==> src/rtl/shift_normalizer.sv <==
// Sequential normalizer: finds the left shift that removes leading zeros (logical)
// or redundant sign bits (arithmetic) by binary search, one step per cycle.
module shift_normalizer #(
  parameter  int WIDTH = 8,
  localparam int LOG2  = $clog2(WIDTH)
) (
  input  logic             clk,
  input  logic             rst,
  input  logic             in_valid,
  output logic             in_ready,
  input  logic [WIDTH-1:0] in_data,
  input  logic             in_arith,
  output logic             out_valid,
  input  logic             out_ready,
  output logic [WIDTH-1:0] out_data,
  output logic [LOG2:0]    out_shift,
  output logic             out_zero
);
  localparam int SW = LOG2 + 1;

  typedef enum logic [1:0] {IDLE, RUN, DONE} state_t;

  state_t          state, state_nxt;
  logic [WIDTH-1:0] work, work_nxt;
  logic [SW-1:0]   cnt, cnt_nxt;
  logic [LOG2-1:0] k, k_nxt;
  logic            mode, mode_nxt;
  logic            zero, zero_nxt;

  logic [SW-1:0]    step, span;
  logic [WIDTH-1:0] top_mask, top;
  logic             pass;

  always_ff @(posedge clk) begin
    if (rst) begin
      state <= IDLE;
      work  <= '0;
      cnt   <= '0;
      k     <= '0;
      mode  <= 1'b0;
      zero  <= 1'b0;
    end else begin
      state <= state_nxt;
      work  <= work_nxt;
      cnt   <= cnt_nxt;
      k     <= k_nxt;
      mode  <= mode_nxt;
      zero  <= zero_nxt;
    end
  end

  always_comb begin
    // Arithmetic mode looks one bit further: the MSB itself plus 2^k copies of it.
    step     = SW'(1) << k;
    span     = mode ? step + SW'(1) : step;
    top_mask = ~({WIDTH{1'b1}} >> span);
    top      = work & top_mask;
    pass     = (top == '0) || (mode && (top == top_mask));

    state_nxt = state;
    work_nxt  = work;
    cnt_nxt   = cnt;
    k_nxt     = k;
    mode_nxt  = mode;
    zero_nxt  = zero;

    case (state)
      IDLE: begin
        if (in_valid) begin
          work_nxt  = in_data;
          mode_nxt  = in_arith;
          cnt_nxt   = '0;
          k_nxt     = LOG2'(LOG2 - 1);
          zero_nxt  = (in_data == '0);
          state_nxt = RUN;
        end
      end
      RUN: begin
        if (pass) begin
          work_nxt = work << step;
          cnt_nxt  = cnt + step;
        end
        if (k == '0) state_nxt = DONE;
        else         k_nxt     = k - LOG2'(1);
      end
      DONE: begin
        if (out_ready) state_nxt = IDLE;
      end
      default: state_nxt = IDLE;
    endcase
  end

  assign in_ready  = (state == IDLE) && !rst;
  assign out_valid = (state == DONE);
  assign out_data  = work;
  // The search tops out at WIDTH-1; only a logical all-zero word reports WIDTH.
  assign out_shift = (zero && !mode) ? SW'(WIDTH) : cnt;
  assign out_zero  = zero;
endmodule
==> config.mk <==
export PLATFORM = sky130hd
export DESIGN_NAME = shift_normalizer
export DESIGN_NICKNAME = d
export VERILOG_FILES = /design/src/rtl/shift_normalizer.sv
export SDC_FILE = /design/constraint.sdc
export NUM_CORES = 1
export LEC_CHECK = 0
export CAP_MARGIN = 30
export CORE_MARGIN = 2
export CORE_UTILIZATION = 58
export CTS_CLUSTER_DIAMETER = 30
export DETAILED_ROUTE_END_ITERATION = 10
export PLACE_DENSITY = 0.95
export SYNTH_ARGS = -nofsm -noshare
export SYNTH_HDL_FRONTEND = slang
export SYNTH_SLANG_ARGS = --single-unit
==> constraint.sdc <==
create_clock -name clk -period 4.7 [get_ports clk]
set_input_delay 1.41 -clock clk [delete_from_list [all_inputs] [get_ports clk]]
set_output_delay 1.41 -clock clk [all_outputs]
set_load 0.1 [all_outputs]
Word level (Yosys, flattened, before mapping)
Cells that the tools add are included.

operators by class
  $add $sub $neg = 3
  equal/unequal tests = 8
  shifts and indexed selects = 3
  muxes and demuxes = 15
  bitwise operators = 2
  reduce and logical (&&, ||, !) cells = 15

operator list
  operator                                           number
  zero test 8 bit                                    2
  2-to-1 mux 4 bit                                   4
  2-to-1 mux 8 bit                                   2
  one-hot mux 8 bit (2 select lines)                 1
  AND reduction 3 bit                                3
  AND 8 bit                                          1
  == test 8 bit                                      1
  inequality test 2 bit (second input constant)      4
  NOT 8 bit                                          1
  one-hot mux 4 bit (2 select lines)                 1
  << shifter 8 x 4 -> 8 bit                          1
  >> shifter 8 x 4 -> 8 bit (first input constant)   1
  2-to-1 mux 2 bit                                   3
  2-to-1 mux 3 bit                                   2
  one-hot mux 2 bit (3 select lines)                 1
  one-hot mux 3 bit (2 select lines)                 1
  adder 4 x 1 -> 4 bit (second input constant)       1
  adder 4 bit                                        1
  << shifter 1 x 3 -> 4 bit (first input constant)   1
  logical AND 1 bit                                  3
  zero test 3 bit                                    1
  subtractor 3 x 1 -> 3 bit (second input constant)  1
  == test 2 x 1 -> 1 bit (second input constant)     1
  == test 2 bit (second input constant)              1
  6 further kinds                                    7

storage, ports and cells
  register bits after elaboration = 19
  input port bits = 13
  output and inout port bits = 15
  logic and storage cells = 52

Depth between registers and ports, before layout
Gate-level depths: netlist of the first run.

  depth after elaboration = 11
  depth in mapped cells = 11
  depth with buffers taken out = 11

Least setup slack after synthesis of the first run
OpenSTA, ideal clock, no wires.

  kind = in2out
  from = in rst
  to = out in_ready
  arrival = 3877 ps
  required time = 3290 ps
  setup slack = -587 ps
  stages = 3
  buffers on the path = 2
  path through = clkbuf_1 clkbuf_1 nor3_1

between the ends
  longest elaborated chain between the ends = 2

ends and longest elaborated chain
  what                line  RTL
  start: declaration  8     input logic rst,
  zero test 1 bit     93    assign in_ready = (state == IDLE) && !rst;
  logical AND 1 bit   93
  end: declaration    10    output logic in_ready,

No other way between the ends.

Worst setup path in the final report of the first run
  from = reg mode
  to = out out_shift[1]

between the ends
  longest elaborated chain between the ends = 3

ends and longest elaborated chain
  what                      line  RTL
  start: declaration        27    logic mode, mode_nxt;
  start signal: assignment  47    mode <= mode_nxt;
  zero test 1 bit           97    assign out_shift = (zero && !mode) ? SW'(WIDTH) : cnt;
  logical AND 1 bit         97
  2-to-1 mux 4 bit          97
  end: declaration          16    output logic [LOG2:0] out_shift,

No other way between the ends.

==> results_dict.tcl, run 1 <==
set metrics [dict create \
    grt.total_usage 0.284 \
    n_antenna_cell 0 \
    fmax_mhz 261 \
    viasPerCell 6.69 \
    hpwlAfterDp_um 3320 \
    remaining_global_route_overflow 0 \
    synth_largest_type_area_fraction 0.218 \
    cts_hold_buffers 0 \
    final_core_util 0.715 \
    run_status "finished, violations left" \
    cts.htree.levels 1 \
    worstMarginPinSlew_ps 969 \
    synth_sequential_area_ratio 0.218 \
    placement.cell_area_sq_um 1980 \
    stdcell_area_sq_um 2000 \
    floorplan.io_pins 28 \
    wl_per_cell_um 17.2 \
    synth_cells 221 \
    flow.area_growth_from_synthesis_pct 15.1 \
    failed_checks "DRC" \
    synthFlopType "dfxtp_1" \
    rsz_0062_raised_after_global_routing "false" \
    first_drt_iteration_drcs 129 \
    totalWireLength_um 4620 \
    ys.warnings.count 0 \
    synth.net_count 241 \
    hold_class "flop to flop" \
    initial_drt_pass_iterations 7 \
    postSynthRegisterBits 19 \
    grt_pass1_wl_um 7580 \
    fin_skew_ps 2.16 \
    max_slew_margin 0.352 \
    grt_start_max_net_pins 20 \
    cp_launch_type "flop" \
    cts_resized 0 \
    synthTopCellsByArea "dfxtp_1, nor2_1, ha_1" \
    slew_violations 0 \
    vdd_ir_drop_max_v 0.000233 \
    synth_edf_count 0 \
    cts.clk_slew.worst_paths_ps 110 \
    ant_nets 0 \
    crit_path_end_kind "output port" \
    worst-endpoint-arrival_ps 2420 \
    timing.critical_path.required_ps 3290 \
    worst_skew_pair.late_latency_ps 310 \
    final_min_period_over_clock_period 0.814 \
    die_area_sq_um 3460 \
    final.setup.tns_ps 0 \
    starting_density_of_the_core 0.621 \
    placeableCoreArea_sq_um 2810 \
    port_buffers 27 \
    total_leakage_power_nw 0.729 \
    timing.final.setup_violations 0 \
    drc 1 \
    postSynthAreaPerCell_sq_um 7.88 \
    antenna_found_initial 0 \
    synth_async_sr_flop_share 0 \
    post-cts-setup-buffers 0 \
    netlist_area_sq_um 1740 \
    synth_area_leader_cell "dfxtp_1" \
    first_global_vias 1653 \
    drive_gt1_frac 0.113 \
    non_filler_instances 269 \
    gp_routability_congestion 0.972 \
    final_hold_viol_count 0 \
    rows 19 \
    max_clock_buf_depth 2 \
    critical_path_peak_fanout 9 \
    nets 259 \
    power_per_cell_area_nw_per_um2 287 \
    finalCriticalPeriod_ps 3830 \
    die_width_um 58.8 \
    routed-via-count 1800 \
    cts_buffers 3 \
    die_height_um 58.8 \
    cts_tree "built" \
    cts-root-buf "clkbuf_4" \
    max_cap_viol_count 0 \
    crit_type "flop to output port" \
    placedCellCount 265 \
    clock-sinks 19 \
    netlist-cell-type-count 57 \
]
## registers in the layout (all words and copies together), names as in the netlist
register  flops
cnt           4
state         2
out_zero      1
mode          1
k             3
out_data      8
## cell families (layout without fill, tap and decap cells)
family / count (synthesis) / count (layout) / synth area share
buffers and inverters: 25 / 42 / 0.0761
xor gates and xnor gates: 2 / 2 / 0.0101
adders and majority gates: 9 / 9 / 0.0632
muxes: 8 / 8 / 0.0711
DFF: 19 / 19 / 0.218
AOI/OAI and AO/OA: 67 / 67 / 0.292
and+or+nand+nor: 91 / 91 / 0.269
## power by group
part | internal (W) | total [W] | switching [W]
sequential | 0.000174 | 0.000203 | 0.0000282
combinational | 0.0000954 | 0.000285 | 0.000190
clock | 0.0000332 | 0.0000868 | 0.0000536
## cells in the mapped netlist (all sizes together), types with 5 or more instances
master  instances
nor2           26
nand2b          5
nand2          20
nand3           9
nor2b           6
nor3            7
ha              7
dfxtp          19
o21ai           9
a211oi          7
inv            10
buf            11
a22oi           6
a21oi          18
## per-stage QoR
step / hold WS [ps] / power [W] / worst slack, ps
floorplan: 480 / 0.000424 / 271
global placement: 481 / 0.000480 / 992
detailed placement: 485 / 0.000484 / 991
CTS: 500 / 0.000567 / 892
global route: 540 / 0.000602 / 752
finish: 501 / 0.000574 / 873
## cell usage in the layout, fill, tap and decap left out, types with 3 or more instances in the layout
cell type / count
nor2_1: 26
clkdlybuf4s50_1: 26
nand2_1: 20
dfxtp_1: 19
a21oi_1: 17
inv_1: 9
nand3_1: 7
ha_1: 7
nor2b_1: 6
a22oi_1: 6
nor3_1: 6
nand2b_1: 5
o21ai_0: 5
and2_1: 4
a211oi_1: 4
o21ai_1: 4
a32oi_1: 4
o211ai_1: 3
a211oi_2: 3
mux4_2: 3
mux2i_1: 3
clkbuf_4: 3
## worst max-delay path, cell delays in order, from the launching register on
cell and delay [ps]:
dfxtp_1 540, inv_1 160, nand2_1 150, and2_1 140, clkdlybuf4s50_1 1120
## cell type report
class                           count  area [sq um]
Fill cell                         208           801
Tap cell                           31          38.8
Timing Repair Buffer               28           288
Clock buffer                        4          26.3
Sequential cell                    19           380
Inverter                           10          37.5
Multi-Input combinational cell    177          1230
## per-layer routing
layer | wire length [um] | GRT usage | vias up
li1 | - | - | 853
met3 | 412 | 0.0286 | 18
met5 | 0 | 0 | -
met1 | 1930 | 0.387 | 818
met4 | 182 | 0.127 | 0
met2 | 2100 | 0.456 | 111
## path summary, 6_finish.rpt
path / startpoint / endpoint / slack [ps] / depth (start not counted)
max reg2reg: k[1]$_SDFFE_PP0P_ / out_data[7]$_SDFFE_PP0P_ / 1730 / 9
min reg2reg: out_zero$_SDFFE_PP0P_ / out_zero$_SDFFE_PP0P_ / 500 / 2
max: mode$_SDFFE_PP0P_ / out_shift[1] / 870 / 4
min: out_zero$_SDFFE_PP0P_ / out_zero$_SDFFE_PP0P_ / 500 / 2
Note: power is estimated with default switching activity, not from simulation.
==> inputs of run 2 (changes only) <==
--- a/config.mk
+++ b/config.mk
@@ -7,10 +7,10 @@
 export LEC_CHECK = 0
 export CAP_MARGIN = 30
 export CORE_MARGIN = 2
-export CORE_UTILIZATION = 58
+export CORE_UTILIZATION = 49
 export CTS_CLUSTER_DIAMETER = 30
 export DETAILED_ROUTE_END_ITERATION = 10
-export PLACE_DENSITY = 0.95
+export PLACE_DENSITY = 0.88
 export SYNTH_ARGS = -nofsm -noshare
 export SYNTH_HDL_FRONTEND = slang
 export SYNTH_SLANG_ARGS = --single-unit
==> constraint.sdc (replaced) <==
create_clock -name clk -period 3.2 [get_ports clk]
set_input_delay 0.96 -clock clk [delete_from_list [all_inputs] [get_ports clk]]
set_output_delay 0.96 -clock clk [all_outputs]
set_load 0.1 [all_outputs]
==> run 2 against run 1 <==
The flow now finishes without violations; sequential power increased by 46%; global-route usage is 3.0 points lower; first-iteration DRC count up 11%; flip-flop and latch count unchanged; clock power grew 45%; register-to-register slack lost 1400 ps; critical endpoint is now out_data[7]$_SDFFE_PP0P_; largest power group unchanged.
==> results_dict.tcl, run 2 (synthesis results as in run 1) <==
set metrics [dict create \
    rsz_0062_raised_after_global_routing "false" \
    routed-via-count 1821 \
    final_critical_path_setup_slack_ps 290 \
    run_status "finished clean" \
    wl_per_cell_um 16.1 \
    largest_reg_flops 8 \
    grt_pass1_wl_um 8290 \
    clock-sinks 19 \
    starting_density_of_the_core 0.518 \
    max_cap_viol_count 0 \
    placement.cell_area_sq_um 2010 \
    max_clock_buf_depth 2 \
    hold_class "flop to flop" \
    floorplan.io_pins 28 \
    worst_skew_pair.late_latency_ps 300 \
    drive_gt1_frac 0.189 \
    die_width_um 63.6 \
    flow.area_growth_from_synthesis_pct 16.7 \
    drc 0 \
    gp_routability_congestion 0.953 \
    finalCriticalPeriod_ps 2910 \
    die_height_um 63.6 \
    cp_launch_type "flop" \
    crit_path_end_kind "flop" \
    slew_violations 0 \
    cts_tree "built" \
    stdcell_area_sq_um 2030 \
    n_antenna_cell 0 \
    timing.final.setup_violations 0 \
    finalPower_w 0.000845 \
    timing.critical_path.required_ps 3400 \
    post-cts-setup-buffers 0 \
    final_common_cell "nor2_1" \
    viasPerCell 6.30 \
    first_drt_iteration_drcs 143 \
    worstMarginPinSlew_ps 687 \
    die_area_sq_um 4050 \
    final_core_util 0.604 \
    cts_resized 0 \
    rows 21 \
    initial_drt_pass_iterations 5 \
    final_hold_viol_count 0 \
    cts_hold_buffers 0 \
    cts_buffers 3 \
    hpwlAfterDp_um 3450 \
    total_leakage_power_nw 0.780 \
    totalWireLength_um 4660 \
    remaining_global_route_overflow 0 \
    final_min_period_over_clock_period 0.910 \
    critical_path_peak_fanout 17 \
    first_global_vias 1785 \
    grt.total_usage 0.255 \
    antenna_found_initial 0 \
    ant_nets 0 \
    worst-endpoint-arrival_ps 3110 \
    port_buffers 27 \
    max_slew_margin 0.542 \
    placeableCoreArea_sq_um 3360 \
    layout_common_cells "nor2_1, nand2_1, buf_4" \
    cts.clk_slew.worst_paths_ps 110 \
    vdd_ir_drop_max_v 0.000350 \
    cts-root-buf "clkbuf_4" \
    fin_skew_ps 3.88 \
    cts.htree.levels 1 \
    power_per_cell_area_nw_per_um2 416 \
    crit_type "flop to flop" \
    pre_cts_slack_ps 388 \
    final.setup.tns_ps 0 \
    grt_start_max_net_pins 20 \
    fmax_mhz 344 \
    nets 264 \
]
-- run 2: worst max-delay path, stage by stage (launching register included) --
cell,delay (ps)
dfxtp_1,340
inv_1,120
ha_1,620
and4_4,400
a21oi_2,100
a32oi_1,300
a32oi_1,220
o31ai_2,370
mux2_4,330
-- run 2: report_power, final --
group          switching, W  internal, W  total [W]
Combinational      0.000283     0.000139   0.000422
Clock             0.0000776    0.0000486   0.000126
Sequential        0.0000401     0.000256   0.000296
Total              0.000401     0.000444   0.000845
-- run 2: path summary, 6_finish.rpt --
check                                         start                        to  slack [ps]  depth (start not counted)
worst max-delay path              k[1]$_SDFFE_PP0P_  out_data[7]$_SDFFE_PP0P_         290                          8
worst min-delay path            cnt[3]$_SDFFE_PP0P_       cnt[3]$_SDFFE_PP0P_         530                          2
worst max register to register    k[1]$_SDFFE_PP0P_  out_data[7]$_SDFFE_PP0P_         290                          8
worst min register to register  cnt[3]$_SDFFE_PP0P_       cnt[3]$_SDFFE_PP0P_         530                          2
-- run 2: layout make-up --
type | instances | area (sq um)
fillers | 316 | 1330
multi-input cells | 177 | 1240
flip-flops and latches | 19 | 380
repair buffers | 33 | 290
well taps | 46 | 57.6
inverters | 10 | 37.5
clock buffers | 4 | 26.3
-- run 2: metrics by stage --
step           hold slack, ps  std cells
2_1_floorplan             480        221
3_3_place_gp              500        285
3_5_place_dp              517        285
4_1_cts                   534        289
5_1_grt                   587        289
6_report                  532        289
-- run 2: per-layer routing --
metal  global-route usage  wire length, um  vias up
li1                     -                -      867
met1                0.348             2030      833
met2                0.391             2080      102
met3               0.0339              386       19
met4                0.130              161        0
met5                    0                0        -
